===== config.mk =====
export PLATFORM = sky130hd
export DESIGN_NAME = bus_if
export DESIGN_NICKNAME = d
export VERILOG_FILES = /design/src/rtl/bus_if.sv
export SDC_FILE = /design/constraint.sdc
export NUM_CORES = 1
export LEC_CHECK = 0
export BUFFER_PORTS_ARGS = -buffer_cell sky130_fd_sc_hd__buf_2
export CAP_MARGIN = 0
export CORE_AREA = 3 3 121 123
export DETAILED_ROUTE_END_ITERATION = 10
export DIE_AREA = 0 0 124 126
export GPL_TIMING_DRIVEN = 0
export MAX_ROUTING_LAYER = met4
export PLACE_DENSITY = 0.81
export SYNTH_ARGS = -nofsm -noshare
export SYNTH_HDL_FRONTEND = slang
export SYNTH_SLANG_ARGS = --single-unit

===== constraint.sdc =====
create_clock -name clk -period 1.6 [get_ports clk]
set_input_delay 0.16 -clock clk [delete_from_list [all_inputs] [get_ports clk]]
set_output_delay 0.16 -clock clk [all_outputs]
set_load 0.01 [all_outputs]

===== src/rtl/bus_if.sv =====
// Purpose: master-side bus interface; SPM hits served combinationally, misses become bus transactions.
// Latency: SPM access 0 cycles; bus access busy for request + grant + ready-wait cycles (min 2).
// Backpressure: busy stalls the pipeline while a bus transaction is outstanding.
//
// Ports:
//   clk, reset                        clock (rising edge), synchronous active-high reset
//   stall, flush, busy                pipeline control in / stall request out
//   addr, as_, rw, wr_data, rd_data   CPU access (word address, active-low strobe, 1=read)
//   spm_*                             scratchpad pass-through and strobe
//   bus_req_, bus_grnt_               arbiter handshake (active low)
//   bus_addr, bus_as_, bus_rw,
//   bus_wr_data, bus_rd_data, bus_rdy_  registered bus access and slave response
module bus_if #(
  parameter int          ADDR_W  = 30,
  parameter int          DATA_W  = 32,
  parameter logic [2:0]  SPM_SEL = 3'b011
) (
  input  logic              clk,
  input  logic              reset,
  input  logic              stall,
  input  logic              flush,
  output logic              busy,
  input  logic [ADDR_W-1:0] addr,
  input  logic              as_,
  input  logic              rw,
  input  logic [DATA_W-1:0] wr_data,
  output logic [DATA_W-1:0] rd_data,
  output logic [ADDR_W-1:0] spm_addr,
  output logic              spm_as_,
  output logic              spm_rw,
  output logic [DATA_W-1:0] spm_wr_data,
  input  logic [DATA_W-1:0] spm_rd_data,
  output logic              bus_req_,
  input  logic              bus_grnt_,
  output logic [ADDR_W-1:0] bus_addr,
  output logic              bus_as_,
  output logic              bus_rw,
  output logic [DATA_W-1:0] bus_wr_data,
  input  logic [DATA_W-1:0] bus_rd_data,
  input  logic              bus_rdy_
);

  typedef enum logic [1:0] {
    IDLE   = 2'd0,
    REQ    = 2'd1,
    ACCESS = 2'd2,
    STALL  = 2'd3
  } state_t;

  state_t            state;
  state_t            state_nxt;
  logic [DATA_W-1:0] rd_buf;
  logic              hit;
  logic              valid;

  assign hit   = (addr[ADDR_W-1 -: 3] == SPM_SEL);
  assign valid = !as_ && !flush;

  // The SPM sees the CPU access unmodified; only its strobe is gated.
  assign spm_addr    = addr;
  assign spm_rw      = rw;
  assign spm_wr_data = wr_data;

  always_comb begin
    state_nxt = state;
    busy      = 1'b0;
    rd_data   = '0;
    spm_as_   = 1'b1;
    case (state)
      IDLE: begin
        if (valid && hit) begin
          spm_as_ = 1'b0;
          rd_data = rw ? spm_rd_data : '0;
        end else if (valid) begin
          busy      = 1'b1;
          state_nxt = REQ;
        end
      end
      REQ: begin
        busy = 1'b1;
        if (!bus_grnt_) state_nxt = ACCESS;
      end
      ACCESS: begin
        if (!bus_rdy_) begin
          // Ready releases the pipeline in the same cycle; rd_buf keeps the
          // data visible if the pipeline is stalled by someone else.
          rd_data   = bus_rd_data;
          state_nxt = stall ? STALL : IDLE;
        end else begin
          busy = 1'b1;
        end
      end
      STALL: begin
        rd_data = rd_buf;
        if (!stall) state_nxt = IDLE;
      end
      default: state_nxt = IDLE;
    endcase
  end

  always_ff @(posedge clk) begin
    if (reset) begin
      state       <= IDLE;
      bus_req_    <= 1'b1;
      bus_as_     <= 1'b1;
      bus_rw      <= 1'b1;
      bus_addr    <= '0;
      bus_wr_data <= '0;
      rd_buf      <= '0;
    end else begin
      state <= state_nxt;
      case (state)
        IDLE: begin
          if (valid && !hit) begin
            bus_req_    <= 1'b0;
            bus_addr    <= addr;
            bus_rw      <= rw;
            bus_wr_data <= wr_data;
          end
        end
        REQ: begin
          if (!bus_grnt_) bus_as_ <= 1'b0;
        end
        ACCESS: begin
          // Strobe lasts one cycle; request stays low until ready so the
          // arbiter does not hand the bus away mid-transaction.
          bus_as_ <= 1'b1;
          if (!bus_rdy_) begin
            rd_buf      <= bus_rd_data;
            bus_req_    <= 1'b1;
            bus_addr    <= '0;
            bus_wr_data <= '0;
            bus_rw      <= 1'b1;
          end
        end
        default: ;
      endcase
    end
  end

endmodule


==> impl_metrics.toml, run 1 <==
[die]
rows = 43
fp.coreArea_um2 = 13800
die_area_um2 = 15600
initial_core_util = 0.404
dieWidth_um = 124
fp.dieH_um = 126
pin_count = 296

[worst_setup_path]
required_ps = 1440
slowest_stage = "dfxtp_4"
slowest_delay_ps = 360
cp_max_fo = 10
worst_setup_path_start_kind = "flop"
cp_top_family = "simple AND/OR/NAND/NOR gates"
critPathCaptureType = "output port"
crit_chain = "nor4_4 -> and3_4 -> buf_8 -> a22o_1 -> buf_2"
critPathKind = "reg2out"
worstPathArrival_ps = 1780
cp_num_buf_inv = 2

[cells_and_area]
n_fill_cell = 1301
drive_gt1_frac = 0.508
area_growth_pct = 45.5
finalInstanceArea_um2 = 8100
diodes = 0
final_nets = 1130

[cts]
clkTransAtPathRegs_ps = 70
cts_sinks = 99
clock_latency_ps = 340
cts_made_buffers = 9
cts_tree = "yes"
hold_buffers = 0
htree_levels = 3
cts_root_buf = "clkbuf_16"
clockBufferDepth = 2

[timing]
min_period_ps = 1940
setup_slack_ps = -341
finalSetupViolations = 124
post-route-period-util = 1.21
finClkSkew_ps = 6.05
rsz0062_at_grt = "true"
hold_violations = 0
slew_violations = 0
fmaxAchievable_ghz = 0.515
worst_pin_slew_ps = 711
relSlewSlack = 0.526

[placed_design]
routabilityCongestion = 0.858
post-dp-hpwl_mm = 14.2
placed_cell_area_um2 = 7250
dp_slack_ps = -648
numPortBuffers = 293

[grt]
grtUsageTotal = 0.243
antenna_found_initial = 0
overflow = 0
grt_start_max_net_pins = 15
grt_pass1_wl_mm = 29.1
grt_pass1_vias = 5671

[power_and_ir_drop]
power_frac_comb = 0.231
powerDensity_nw_per_um2 = 741
p_switching_mw = 1.69
sequentialPowerShare = 0.437
clkPwrFrac = 0.333
p_int_mw = 4.31
swShare = 0.281
leakagePower_nw = 3.60
ir_drop_mv = 0.441

[drt]
vias = 6061
drtAntennaViolNets = 0
vias_per_cell = 5.14
drtIter0Drc = 334
totalWireLength_mm = 19.3
drc = 0
wire_per_inst_um = 16.3
dr.pass1.iters = 6

[synth]
syn_avg_cell_area_um2 = 8.25
synth_area_um2 = 5560
synth_edf_count = 0
synth-seq-area-share = 0.356
yosysTopAreaCellShare = 0.356
syn_inst = 674
yosysTopAreaCell = "dfxtp_1"
synth_common_cells = "102 x nand2_1, 99 x a21oi_1, 99 x dfxtp_1"
yosysWarnings = 0
ys.flop_type = "dfxtp_1"
synth_seq_cells = 99
yosys-top-cells-area = "dfxtp_1 36%, o211ai_2 13%, a21oi_1 8.9%, buf_4 8.9%, nand2_1 6.9%"
ys_types = 30
yosysMostFrequentCell = "nand2_1"
synthArstFlopShare = 0
synth_fp_nets = 808

[worst_hold_path]
hp-class = "in2reg"

[flow_run]
maxCapViolCount = 0

[outcome]
outcome = "complete, but fails checks"
violations = "setup timing"
==> final timing paths <==
kind,from,end,slack [ps],cells after the start
setup / recovery,state[1],rd_data[23],-340,5
hold / removal,bus_rd_data[1],rd_buf[1],60,3
setup reg to reg,state[0],bus_addr[24],-170,6
hold reg to reg,rd_buf[28],rd_buf[28],460,2
==> cell type report <==
type                    count  area [µm²]  area share
repair buffers            315        1760       0.217
well taps                 180         225      0.0278
clock inverters             3        15.0     0.00185
clock buffers              12         246      0.0304
flip-flops and latches     99        1990       0.246
plain buffers             132        1020       0.126
multi-input cells         439        2840       0.351
==> worst reg2reg max path: stages, from the launching register on <==
cell and delay [ps]:
dfxtp_4 390, buf_4 150, or3b_1 470, buf_6 200
clkbuf_4 230, o211ai_4 120, a21oi_2 80
==> what timing repair did <==
| item | CTS | global route |
|---|---|---|
| pin swaps | 122 | 13 |
| buffers inserted | 13 | 8 |
| cloned | 8 | 0 |
| endpoints found under the hold margin | 0 | 0 |
| setup endpoints to repair | 129 | 129 |
| gates resized for setup | 66 | 41 |
==> layout by cell type (no fill, tap or decap), drive strengths merged, types with 2 or more instances in the layout <==
master / instances
nand3: 61
nand2b: 33
o211ai: 62
dfxtp: 99
clkbuf: 52
a22o: 32
buf: 407
a21oi: 99
nand2: 102
clkinv: 3
nor2b: 2
nor4: 2
o21ai: 34
==> layer usage <==
layer  track usage  vias up  share of wire
li1              -     2956              -
met1         0.298     2861           0.42
met2         0.411      221           0.50
met3        0.0355       23          0.061
met4        0.0722        0          0.015
met5             -        -              0
==> sequential cells by signal, summed over array words and instances, names as in the netlist <==
register / count
bus_rw: 1
bus_wr_data: 32
bus_addr: 30
bus_req_: 1
bus_as_: 1
rd_buf: 32
state: 2
==> power by group through the flow <==
stage          Combinational (mW)  Sequential, mW  Clock, mW
6_report                     1.39            2.62       2.00
5_1_grt                      1.50            2.63       2.14
4_1_cts                      1.41            2.61       2.05
3_5_place_dp                 1.20            2.67          0
3_3_place_gp                 1.19            2.67          0
2_1_floorplan               0.636            2.71          0
==> kinds of logic after synthesis <==
kind of cell / after synthesis / share of synthesized area
compound gates: 230 / 0.311
simple gates: 209 / 0.181
flops: 99 / 0.356
buf+inv: 136 / 0.152
==> per-stage QoR <==
| step | total power, mW | hold WS (ps) | instances | TNS [ps] | util |
|---|---|---|---|---|---|
| 2_1_floorplan | 3.34 | 296 | 674 | 0 | - |
| 3_3_place_gp | 3.86 | 413 | 1147 | -30820 | 0.527 |
| 3_5_place_dp | 3.87 | 420 | 1147 | -33770 | 0.527 |
| 4_1_cts | 6.08 | 47.6 | 1181 | -23400 | 0.589 |
| 5_1_grt | 6.27 | 67.4 | 1180 | -24710 | 0.588 |
| 6_report | 6.00 | 63.8 | 1180 | -16930 | 0.588 |
(Power assumes the default switching activity.)
==> run 2: changes to the inputs <==
--- a/config.mk
+++ b/config.mk
@@ -7,12 +7,12 @@
 export LEC_CHECK = 0
 export BUFFER_PORTS_ARGS = -buffer_cell sky130_fd_sc_hd__buf_2
 export CAP_MARGIN = 0
-export CORE_AREA = 3 3 121 123
+export CORE_AREA = 3 3 114 116
 export DETAILED_ROUTE_END_ITERATION = 10
-export DIE_AREA = 0 0 124 126
+export DIE_AREA = 0 0 117 119
 export GPL_TIMING_DRIVEN = 0
 export MAX_ROUTING_LAYER = met4
-export PLACE_DENSITY = 0.81
+export PLACE_DENSITY = 0.86
 export SYNTH_ARGS = -nofsm -noshare
 export SYNTH_HDL_FRONTEND = slang
 export SYNTH_SLANG_ARGS = --single-unit
==> constraint.sdc (replaced) <==
create_clock -name clk -period 2 [get_ports clk]
set_input_delay 0.3 -clock clk [delete_from_list [all_inputs] [get_ports clk]]
set_output_delay 0.3 -clock clk [all_outputs]
set_load 0.01 [all_outputs]
==> run 2 against run 1 <==
The flow still finishes with violations (setup timing). Register-to-register slack gained 400 ps. Core utilization grew 4.6 points. Worst setup slack gained 320 ps. Total power shrank 20%. Non-clock buffer count fell by 17. Critical endpoint unchanged. Clock-buffer cell count down 1. Clock power fell by 14%. Flip-flop and latch count did not move. Wire length fell by 3.2%.
==> impl_metrics.toml, run 2 (same netlist as run 1, synthesis figures left out) <==
[outcome]
outcome = "complete, but fails checks"
violations = "setup timing"

[power_and_ir_drop]
power_mw = 4.80
powerDensity_nw_per_um2 = 630
leakagePower_nw = 3.39
ir_drop_mv = 0.434

[timing]
hold_violations = 0
min_period_ps = 2020
setup_tns_ps = -153
setup_slack_ps = -24.7
rsz0062_at_grt = "true"
finalSetupViolations = 15
finClkSkew_ps = 4.32
fmaxAchievable_ghz = 0.494
slew_violations = 0
worst_pin_slew_ps = 734
relSlewSlack = 0.510
post-route-period-util = 1.01
holdWs_ps = 211

[placed_design]
routabilityCongestion = 0.871
numPortBuffers = 293
placed_cell_area_um2 = 7210
post-dp-hpwl_mm = 14.2

[die]
die_area_um2 = 13900
pin_count = 296
dieWidth_um = 117
fp.coreArea_um2 = 12000
rows = 40
fp.dieH_um = 119
initial_core_util = 0.463

[worst_setup_path]
worst_setup_path_start_kind = "flop"
worstPathArrival_ps = 1720
crit_chain = "nor4_4 -> and3_4 -> buf_8 -> a22o_1 -> buf_2"
slowest_delay_ps = 350
rr_startpoint = "state[1]"
critPathKind = "reg2out"
slowest_stage = "dfxtp_4"
regToRegSetupSlack_ps = 230
r2r-end = "bus_wr_data[10]"
reg2reg_depth = 6
cp_max_fo = 10
required_ps = 1700
critPathCaptureType = "output port"

[cts]
cts_tree = "yes"
cts_sinks = 99
clockBufferDepth = 2
cts_made_buffers = 9
clock_latency_ps = 330
cts_root_buf = "clkbuf_16"
htree_levels = 3
clkTransAtPathRegs_ps = 70

[cells_and_area]
drive_gt1_frac = 0.487
finalInstanceArea_um2 = 7620
final_common_cell = "buf_2"
diodes = 0
area_growth_pct = 36.9
layout_common_cells = "306 x buf_2, 102 x nand2_1, 99 x a21oi_1"
final_nets = 1113
n_fill_cell = 1091
final_util = 0.634
reg_top3 = "bus_wr_data: 32 flops, rd_buf: 32 flops, bus_addr: 30 flops"

[drt]
totalWireLength_mm = 18.7
dr.pass1.iters = 6
vias_per_cell = 5.29
drc = 0
drtAntennaViolNets = 0
drtIter0Drc = 414
vias = 5983
wire_per_inst_um = 16.5

[grt]
overflow = 0
grtUsageTotal = 0.264
grt_pass1_vias = 5814
grt_pass1_wl_mm = 28.9
antenna_found_initial = 0
grt_start_max_net_pins = 20

[worst_hold_path]
hp-class = "in2reg"
hold_path_depth = 3
min_to = "rd_buf[26]"
hold_start = "bus_rd_data[26]"

[flow_run]
maxCapViolCount = 0
[run 2: changes by cell type in the layout (fill, tap and decap cells not counted), moves of 3 or more]
cell / previous run / this run
a21oi_1: 90 / 99
a21oi_2: 9 / 0
buf_12: 14 / 0
buf_2: 300 / 306
buf_4: 75 / 72
[run 2: through the flow]
| step | cells | setup WS (ps) |
|---|---|---|
| 2_1_floorplan | 674 | 304 |
| 3_3_place_gp | 1114 | -278 |
| 3_5_place_dp | 1114 | -331 |
| 4_1_cts | 1131 | -59.8 |
| 5_1_grt | 1131 | -111 |
| 6_report | 1131 | -24.7 |
[run 2: cell type report]
| cell class | count | area (µm²) | area share |
|---|---|---|---|
| multi-input cells | 439 | 2760 | 0.363 |
| repair buffers | 296 | 1490 | 0.195 |
| plain buffers | 134 | 900 | 0.118 |
| clock buffers | 11 | 243 | 0.0319 |
| well taps | 147 | 184 | 0.0241 |
| clock inverters | 5 | 52.6 | 0.00690 |
| flip-flops and latches | 99 | 1990 | 0.261 |
[run 2: critical path: cells and delay by family, from the launching register on]
kind | cells | cell delay (ps)
AOI/OAI and AO/OA | 1 | 140
buffers and inverters | 2 | 290
DFF | 1 | 350
and+or+nand+nor | 2 | 600
[run 2: worst max path at each step]
stage | start | end
final | state[1] | rd_data[23]
after global routing | state[1] | rd_data[7]
after global placement | state[0] | rd_data[25]
after CTS | state[1] | rd_data[25]
after floorplan | state[0] | rd_data[10]
after detailed placement | state[0] | rd_data[23]
[run 2: repair_timing]
action                                  4_1_cts  5_1_grt
cloned                                        1        0
hold buffers                                  0        0
pin swaps                                     8        0
setup buffers                                 2        0
hold endpoints to repair                      0        0
gates resized for setup                      30       11
endpoints found under the setup margin       34       34
[run 2: routing by layer]
layer,part of all wire,global-route usage,vias up
li1,-,-,2920
met2,0.50,0.448,260
met3,0.061,0.0335,25
met1,0.42,0.329,2778
met4,0.016,0.0695,0
met5,0,-,-
[run 2: where the power goes]
part           switching [mW]  internal (mW)  leakage [nW]
Clock                   0.732          0.998         0.145
Sequential             0.0475           2.05         0.805
Combinational           0.534          0.442          2.44
Total                    1.31           3.49          3.39
==> run 3: changes to the inputs <==
--- a/config.mk
+++ b/config.mk
@@ -7,12 +7,14 @@
 export LEC_CHECK = 0
 export BUFFER_PORTS_ARGS = -buffer_cell sky130_fd_sc_hd__buf_2
 export CAP_MARGIN = 0
-export CORE_AREA = 3 3 114 116
+export CELL_PAD_IN_SITES_DETAIL_PLACEMENT = 2
+export CELL_PAD_IN_SITES_GLOBAL_PLACEMENT = 2
+export CORE_AREA = 3 3 157 159
 export DETAILED_ROUTE_END_ITERATION = 10
-export DIE_AREA = 0 0 117 119
+export DIE_AREA = 0 0 160 162
 export GPL_TIMING_DRIVEN = 0
 export MAX_ROUTING_LAYER = met4
-export PLACE_DENSITY = 0.86
+export PLACE_DENSITY = 0.84
 export SYNTH_ARGS = -nofsm -noshare
 export SYNTH_HDL_FRONTEND = slang
 export SYNTH_SLANG_ARGS = --single-unit
==> run 3 against run 2 <==
The flow still finishes with violations (setup timing). Non-clock buffer count grew 1. Combinational power grew 6%. Clock-buffer cell count grew 2. Core utilization shrank 30 points. Final area grew 3.5%. Flip-flop and latch count is the same. Clock skew grew 6.9 ps. First-iteration DRC count shrank 41%. Critical endpoint is now rd_data[13]. Largest cell class unchanged. Largest power group unchanged. Highest routed layer unchanged.
==> impl_metrics.toml, run 3 (same netlist as run 1, synthesis figures left out) <==
[drt]
wire_per_inst_um = 19.1
vias = 6147
drtAntennaViolNets = 0
vias_per_cell = 4.71
drtIter0Drc = 246
totalWireLength_mm = 24.9
drc = 0
dr.pass1.iters = 4

[cts]
cts_tree = "yes"
clkTransAtPathRegs_ps = 80
htree_levels = 3
hold_buffers = 0
clock_latency_ps = 350
cts_sinks = 99
cts_made_buffers = 9
cts_root_buf = "clkbuf_16"
clockBufferDepth = 2

[outcome]
outcome = "complete, but fails checks"
violations = "setup timing"

[placed_design]
numPortBuffers = 293
routabilityCongestion = 0.774
post-dp-hpwl_mm = 19.3
dp_slack_ps = -416

[timing]
finalSetupViolations = 32
holdWs_ps = 203
worst_pin_slew_ps = 782
fmaxAchievable_ghz = 0.477
min_period_ps = 2100
setup_tns_ps = -2450
post-route-period-util = 1.05
hold_violations = 0
finClkSkew_ps = 11.2
rsz0062_at_grt = "true"
slew_violations = 0
setup_slack_ps = -95.7
relSlewSlack = 0.478

[die]
fp.dieH_um = 162
pin_count = 296
fp.coreArea_um2 = 23400
dieWidth_um = 160
rows = 56
initial_core_util = 0.238
die_area_um2 = 25900

[cells_and_area]
reg_top3 = "bus_wr_data: 32 flops, rd_buf: 32 flops, bus_addr: 30 flops"
final_nets = 1114
final_common_cell = "buf_2"
regArea_um2 = 1990
drive_gt1_frac = 0.486
multi_input_area_um2 = 2760
n_fill_cell = 2843
layout_common_cells = "304 x buf_2, 102 x nand2_1, 99 x a21oi_1"
area_growth_pct = 41.6

[worst_setup_path]
path_depth = 5
crit_path_end = "rd_data[13]"
worstPathArrival_ps = 1800
cp_num_buf_inv = 2
crit_chain = "nor4_4 -> and3_4 -> buf_8 -> a22o_1 -> buf_2"
cp_top_family = "simple AND/OR/NAND/NOR gates"
required_ps = 1700
slowest_stage = "dfxtp_4"
regToRegSetupSlack_ps = 190
r2r-end = "bus_wr_data[7]"
critPathLaunch = "state[1]"
slowest_delay_ps = 370
cp_max_fo = 10
rr_startpoint = "state[1]"
worst_setup_path_start_kind = "flop"
reg2reg_depth = 8
critPathKind = "reg2out"
critPathCaptureType = "output port"

[worst_hold_path]
hp-class = "in2reg"

[power_and_ir_drop]
ir_drop_mv = 0.423
leakagePower_nw = 3.40
power_mw = 4.86
powerDensity_nw_per_um2 = 617

[grt]
grt_pass1_vias = 6670
grt_util_met1 = 0.222
antenna_found_initial = 1
grt_busiest_layer = "met2"
use_met2 = 0.351
grtUsageTotal = 0.193
grt_start_max_net_pins = 20
grt_pass1_wl_mm = 38.7
use_met3 = 0.0360
overflow = 0

[flow_run]
maxCapViolCount = 0
==> run 3: cell count changes in the layout (fill, tap and decap cells not counted), moves of 2 or more <==
cell | before | now
buf_2 | 306 | 304
buf_6 | 10 | 12
buf_8 | 2 | 4
clkinv_2 | 3 | 0
clkinvlp_4 | 1 | 3
==> run 3: worst register-to-register path, cell delays in order, from the launching register on <==
cell	delay, ps
dfxtp_4	380
buf_4	130
buf_4	100
or3b_1	330
clkbuf_1	170
buf_6	180
buf_4	210
o211ai_2	90
a21oi_1	80
==> run 3: power breakdown <==
| part | total (mW) | switching, mW | internal [mW] | leakage (nW) |
|---|---|---|---|---|
| logic | 1.03 | 0.578 | 0.448 | 2.46 |
| registers | 2.09 | 0.0469 | 2.04 | 0.805 |
| clock network | 1.75 | 0.830 | 0.917 | 0.128 |
| total | 4.86 | 1.45 | 3.41 | 3.40 |
==> run 3: through the flow <==
| step | instance area (µm²) | utilization | cells |
|---|---|---|---|
| after CTS | 7840 | 0.335 | 1304 |
| after global placement | 7430 | 0.317 | 1286 |
| final | 7880 | 0.337 | 1305 |
| after detailed placement | 7430 | 0.317 | 1286 |
| after global routing | 7880 | 0.337 | 1305 |
| after floorplan | 5560 | - | 674 |
==> run 3: how the worst min path moves through the flow <==
stage / from / end / cells past startpoint
final: bus_rd_data[17] / rd_buf[17] / 3
after CTS: bus_rd_data[19] / rd_buf[19] / 3
after floorplan: bus_rd_data[0] / rd_buf[0] / 2
after global routing: bus_rd_data[19] / rd_buf[19] / 3
after detailed placement: rd_buf[21] / rd_buf[21] / 2
after global placement: bus_req_ / bus_req_ / 1
==> run 3: layout make-up <==
cell class                      count  area share
Sequential cell                    99       0.252
Timing Repair Buffer              297       0.193
Clock inverter                      3     0.00286
Clock buffer                       13      0.0330
Tap cell                          319      0.0507
Buffer                            134       0.117
Multi-Input combinational cell    439       0.351
Antenna cell                        1    0.000318
==> run 3: what timing repair did <==
action,in CTS,in global routing
endpoints found under the setup margin,34,66
pin swaps,5,7
gates resized for setup,32,18
cloned,1,0
buffers inserted,3,0
==> run 3: per-layer routing <==
metal	part of all wire	wire length (µm)	up-vias
met5	0	0	-
met4	0.0080	199	0
met3	0.042	1040	11
met2	0.53	13200	156
met1	0.42	10500	3057
li1	-	-	2923
